--- src/rtl/updown_pkg.sv ---
// Shared definitions for the guess/compare interface.
// Comparison encodings, value limits and FSM states.
package updown_pkg;

    localparam int NUM_W   = 7;
    localparam int MAX_VAL = 99;

    localparam logic [1:0] CMP_EQUAL = 2'b00;
    localparam logic [1:0] CMP_UP    = 2'b01;
    localparam logic [1:0] CMP_DOWN  = 2'b10;

    typedef enum logic [2:0] {
        S_IDLE,
        S_ARMED,
        S_COMPARE,
        S_EMIT,
        S_HOLD,
        S_DONE
    } state_t;

endpackage

--- src/rtl/btn_debounce.sv ---
// Push-button conditioner: 2-FF synchronizer, stable-level
// debounce counter and a one-cycle rising-edge press pulse.
module btn_debounce #(
    parameter int DEBOUNCE_CYCLES = 500000
) (
    input  logic clk,
    input  logic rst_n,
    input  logic i_raw,
    output logic o_level,
    output logic o_press
);

    localparam int CW = $clog2(DEBOUNCE_CYCLES + 1);

    logic          r_s1;
    logic          r_s2;
    logic [CW-1:0] r_cnt;
    logic          r_level;
    logic          r_level_d;

    // Bring the asynchronous button into the clock domain.
    always_ff @(posedge clk or negedge rst_n) begin
        if (!rst_n) begin
            r_s1 <= 1'b0;
            r_s2 <= 1'b0;
        end else begin
            r_s1 <= i_raw;
            r_s2 <= r_s1;
        end
    end

    // Flip the level only after a run of consecutive differing cycles.
    always_ff @(posedge clk or negedge rst_n) begin
        if (!rst_n) begin
            r_cnt     <= '0;
            r_level   <= 1'b0;
            r_level_d <= 1'b0;
        end else begin
            r_level_d <= r_level;
            if (r_s2 == r_level) begin
                r_cnt <= '0;
            end else if (r_cnt == CW'(DEBOUNCE_CYCLES - 1)) begin
                r_cnt   <= '0;
                r_level <= r_s2;
            end else begin
                r_cnt <= r_cnt + 1'b1;
            end
        end
    end

    assign o_level = r_level;
    assign o_press = r_level & ~r_level_d;

endmodule

--- src/rtl/guess_unit.sv ---
// Guess producer: secret generation, press handling, compare
// and one-cycle guess_trigger toward game_control.
module guess_unit
    import updown_pkg::*;
#(
    parameter int         DEBOUNCE_CYCLES = 500000,
    parameter logic [7:0] LFSR_SEED       = 8'hA5
) (
    input  logic             clk,
    input  logic             reset,
    input  logic [NUM_W-1:0] switch_in,
    input  logic             submit_btn,
    input  logic             game_over,
    output logic [1:0]       comparison_result,
    output logic             guess_trigger,
    output logic             invalid_guess,
    output logic             secret_valid,
    output logic [NUM_W-1:0] secret_out
);

    state_t           r_state;
    state_t           w_state_nxt;
    logic [7:0]       r_lfsr;
    logic [NUM_W-1:0] r_guess;
    logic [NUM_W-1:0] r_secret;
    logic             r_secret_valid;
    logic [1:0]       r_result;
    logic             r_trig;
    logic             r_inv;

    logic             w_level;
    logic             w_press;
    logic             w_fb;
    logic [NUM_W-1:0] w_red;
    logic [NUM_W-1:0] w_secret_nxt;
    logic             w_capture;
    logic             w_latch;
    logic             w_out_of_range;

    btn_debounce #(
        .DEBOUNCE_CYCLES(DEBOUNCE_CYCLES)
    ) u_debounce (
        .clk    (clk),
        .rst_n  (reset),
        .i_raw  (submit_btn),
        .o_level(w_level),
        .o_press(w_press)
    );

    assign w_fb  = r_lfsr[7] ^ r_lfsr[5] ^ r_lfsr[4] ^ r_lfsr[3];
    assign w_red = NUM_W'(r_lfsr[6:0]);
    assign w_secret_nxt = (w_red > NUM_W'(MAX_VAL))
                        ? w_red - NUM_W'(MAX_VAL + 1)
                        : w_red;
    assign w_out_of_range = r_guess > NUM_W'(MAX_VAL);

    // Free-running LFSR; the timing of the first press picks the secret.
    always_ff @(posedge clk or negedge reset) begin
        if (!reset) r_lfsr <= LFSR_SEED;
        else        r_lfsr <= {r_lfsr[6:0], w_fb};
    end

    // State register.
    always_ff @(posedge clk or negedge reset) begin
        if (!reset) r_state <= S_IDLE;
        else        r_state <= w_state_nxt;
    end

    // Next-state logic; game_over outranks a simultaneous press.
    always_comb begin
        w_state_nxt = r_state;
        w_capture   = 1'b0;
        w_latch     = 1'b0;
        unique case (r_state)
            S_IDLE: begin
                if (w_press) begin
                    w_capture   = 1'b1;
                    w_latch     = 1'b1;
                    w_state_nxt = S_COMPARE;
                end
            end
            S_ARMED: begin
                if (game_over) begin
                    w_state_nxt = S_DONE;
                end else if (w_press) begin
                    w_latch     = 1'b1;
                    w_state_nxt = S_COMPARE;
                end
            end
            S_COMPARE: begin
                w_state_nxt = w_out_of_range ? S_HOLD : S_EMIT;
            end
            S_EMIT: begin
                w_state_nxt = S_HOLD;
            end
            S_HOLD: begin
                if (game_over)     w_state_nxt = S_DONE;
                else if (!w_level) w_state_nxt = S_ARMED;
            end
            S_DONE: begin
                w_state_nxt = S_DONE;
            end
            default: begin
                w_state_nxt = S_IDLE;
            end
        endcase
    end

    // Guess/secret capture, registered compare result and output pulses.
    always_ff @(posedge clk or negedge reset) begin
        if (!reset) begin
            r_guess        <= '0;
            r_secret       <= '0;
            r_secret_valid <= 1'b0;
            r_result       <= CMP_EQUAL;
            r_trig         <= 1'b0;
            r_inv          <= 1'b0;
        end else begin
            r_trig <= 1'b0;
            r_inv  <= 1'b0;
            if (w_latch) r_guess <= switch_in;
            if (w_capture) begin
                r_secret       <= w_secret_nxt;
                r_secret_valid <= 1'b1;
            end
            if (r_state == S_COMPARE) begin
                if (w_out_of_range) begin
                    r_inv <= 1'b1;
                end else begin
                    r_trig <= 1'b1;
                    if (r_guess == r_secret)     r_result <= CMP_EQUAL;
                    else if (r_guess < r_secret) r_result <= CMP_UP;
                    else                         r_result <= CMP_DOWN;
                end
            end
        end
    end

    assign comparison_result = r_result;
    assign guess_trigger     = r_trig;
    assign invalid_guess     = r_inv;
    assign secret_valid      = r_secret_valid;
    assign secret_out        = r_secret;

endmodule

--- config.mk ---
export PLATFORM = sky130hd
export DESIGN_NAME = guess_unit
export DESIGN_NICKNAME = d
export VERILOG_FILES = /design/src/rtl/updown_pkg.sv /design/src/rtl/btn_debounce.sv /design/src/rtl/guess_unit.sv
export SDC_FILE = /design/constraint.sdc
export NUM_CORES = 1
export LEC_CHECK = 0
export ABC_AREA = 1
export CORE_MARGIN = 3
export CORE_UTILIZATION = 43
export DETAILED_ROUTE_END_ITERATION = 16
export GPL_ROUTABILITY_DRIVEN = 1
export HOLD_SLACK_MARGIN = 0.12
export MAX_ROUTING_LAYER = met4
export PLACE_DENSITY_LB_ADDON = 0.08
export SYNTH_ARGS = -nofsm -noshare
export SYNTH_HDL_FRONTEND = slang
export SYNTH_SLANG_ARGS = --single-unit
--- constraint.sdc ---
create_clock -name clk -period 3.25 [get_ports clk]
set_input_delay 0.8125 -clock clk [delete_from_list [all_inputs] [get_ports clk]]
set_output_delay 0.8125 -clock clk [all_outputs]
set_load 0.02 [all_outputs]
==> flow_summary.toml <==
[floorplan]
die_area_um2 = 7340
coreArea_um2 = 6030
die_h_um = 85.7
num_rows = 28
die_w_um = 85.7
initial_core_util_pct = 45.3
ios = 23

[timing]
setup_ws_ns = 1.12
finalMaxSlewViolations = 0
worst_slew_pin_slew_ns = 0.574
fin_crit_ns = 2.13
setup_viol = 0
slew_headroom_pct = 61.5
hold_viol_final = 0
finClkSkew_ns = 0.00558
fmax_mhz = 470
timing.final.crit_share_pct = 65.5
finalSetupTns_ns = 0
rsz0062_at_grt = "no"

[grt]
track_usage_pct = 16.1
grt_overflow = 0
grt_pass1_wl_mm = 9.09
grt_antenna_before_repair = 0
grt_start_max_net_pins = 24
grt_pass1_vias = 1924

[hold_path]
hold_class = "flip-flop to flip-flop"

[cts]
htreeDepth = 2
cts-root-buf = "clkbuf_8"
cts_setup_buffers = 0
clock_latency_ns = 0.30
clk_pin_slew_worst_paths_ns = 0.10
cts_made_buffers = 5
post_cts_resized = 0
ctsHoldBuffers = 0
cts_tree = "built"
clock_tree.buffer_depth = 2
clock-sinks = 53

[power]
seqPwrFrac_pct = 61.1
powerDensity_nw_per_um2 = 352
comb_power_share_pct = 5.0
pwr-share-clk_pct = 33.9
swShare_pct = 23.8
vdd_drop_max_uv = 247
p_int_mw = 0.843
power_switching_mw = 0.263
leakagePower_nw = 1.42

[critical_path]
crit_path_end_kind = "primary output"
cpPeakStageDelay_ns = 0.62
cp_slowest_cell = "clkdlybuf4s50_1"
cp.arrival_ns = 1.32
crit_buf_inv = 1
critPathMaxFanout = 3
cp.required_ns = 2.44
cp_cell_sequence = "clkdlybuf4s50_1"
critPathKind = "flip-flop to primary output"
critPathTopFamily = "buffers and inverters"
startpoint_type = "flip-flop"

[route]
num_vias = 2024
wire_per_inst_um = 12.2
drc = 0
ant_nets = 0
dr.pass1.iters = 4
routed_wl_mm = 5.22
drt_iter0_drc = 77
avgViaCountPerCell = 4.73

[synth]
synth_warnings = 0
yosysSeqAreaShare_pct = 48.8
netlist_instances = 321
synth_nets = 342
ys_ff_latch = 53
synth.avg_cell_area_um2 = 8.51
ys_types = 32
syn_area_um2 = 2730

[finish]
design.final.nets = 373
area_delta_synth_final_pct = 15.2
fillerInstances = 566
multiInputGateArea_um2 = 1240
regArea_um2 = 1330
drive_gt1_share_pct = 11.6
antenna_cells = 0

[run_status]
outcome = "finished clean"

[placed_design]
place.gp.congestion = 0.925
post-dp-hpwl_mm = 4.01
numPortBuffers = 22
dp_slack_ns = 1.30

[flow_run]
drv_cap = 0
final timing paths:
path / slack (ns) / end / cells after the start / from
worst min-delay path: 0.37 / u_debounce.r_s2 / 0 / u_debounce.r_s1
worst max-delay path: 1.12 / secret_out[0] / 1 / secret_out[0]
max in group asynchronous: 2.08 / r_lfsr[5] / 2 / reset
worst max register to register: 1.68 / u_debounce.r_cnt[16] / 8 / u_debounce.r_cnt[0]
worst min register to register: 0.37 / u_debounce.r_s2 / 0 / u_debounce.r_s1
min in group asynchronous: 0.46 / u_debounce.r_cnt[14] / 1 / reset
layer usage:
metal / wire [µm] / global-route usage [%] / vias up
met5: 0 / - / -
met4: 44 / 4.60 / 0
met3: 156 / 3.36 / 5
met2: 2300 / 23.4 / 22
met1: 2730 / 22.7 / 922
li1: - / - / 1075
cells in the final DEF (no fill, tap or decap), drive strengths merged:
master         instances
a211oi                 2
a21oi                  6
a31o                   1
buf                    3
clkbuf                 5
clkdlybuf4s50         21
clkinvlp               3
dfrtp                 49
dfstp                  4
ha                    10
inv                   42
nand2                 95
nand3                 17
nand4                  8
nor2                  54
nor3                   7
nor3b                  3
o21a                   1
o21ai                 12
or2                    1
xnor2                  2
xor2                   7
cell families (layout without fill, tap and decap cells):
group                    count (synthesis)  in the layout  synth area share [%]
AND/OR/NAND/NOR                        185            185                  33.0
buffers and inverters                   42             74                  5.87
AO/OA/AOI/OAI                           22             22                  4.58
adder cells (fa/ha/maj)                 10             10                  4.58
flip-flops                              53             53                  48.8
XOR/XNOR                                 9              9                  3.16
layout make-up:
class                           count  share of cell area [%]
Clock buffer                        5                    2.19
Multi-Input combinational cell    226                    39.4
Inverter                           42                    5.09
Tap cell                           75                    2.98
Clock inverter                      3                   0.716
Sequential cell                    53                    42.3
Timing Repair Buffer               24                    7.32
Yosys cell counts (all sizes together):
| cell | count | area (µm²) |
|---|---|---|
| nor3 | 7 | 45.0 |
| nor2 | 54 | 259 |
| dfrtp | 49 | 1230 |
| xor2 | 7 | 61.3 |
| ha | 10 | 125 |
| xnor2 | 2 | 25.0 |
| nand3 | 17 | 133 |
| dfstp | 4 | 105 |
| o21a | 1 | 7.51 |
| nand2 | 95 | 372 |
| a31o | 1 | 8.76 |
| nor3b | 3 | 22.5 |
| nand4 | 8 | 65.1 |
| or2 | 1 | 6.26 |
| a21oi | 6 | 30.0 |
| o21ai | 12 | 63.8 |
| a211oi | 2 | 15.0 |
| inv | 42 | 160 |
metrics by stage:
step | cells | power (mW) | instance area, µm² | hold slack [ns] | utilization, %
global route | 428 | 1.16 | 3150 | 0.379 | 52.2
floorplan | 321 | 0.710 | 2730 | 0.331 | -
global placement | 420 | 0.745 | 3050 | 0.348 | 50.7
detailed placement | 420 | 0.746 | 3050 | 0.337 | 50.7
CTS | 428 | 1.13 | 3150 | 0.371 | 52.2
finish | 428 | 1.11 | 3150 | 0.370 | 52.2
sequential cells by signal, indices dropped and copies added (netlist names):
name	cells
guess_trigger	1
secret_valid	1
u_debounce.r_s1	1
invalid_guess	1
r_state	3
secret_out	7
u_debounce.r_level_d	1
r_lfsr	8
u_debounce.r_s2	1
comparison_result	2
u_debounce.r_cnt	19
u_debounce.o_level	1
r_guess	7
power groups by stage:
stage | Sequential, mW | Combinational, mW | Clock (mW)
2_1_floorplan | 0.686 | 0.0242 | 0
3_3_place_gp | 0.688 | 0.0566 | 0
3_5_place_dp | 0.688 | 0.0576 | 0
4_1_cts | 0.676 | 0.0577 | 0.394
5_1_grt | 0.677 | 0.0645 | 0.416
6_report | 0.675 | 0.0558 | 0.375
Power figures use the tool's default switching activity.
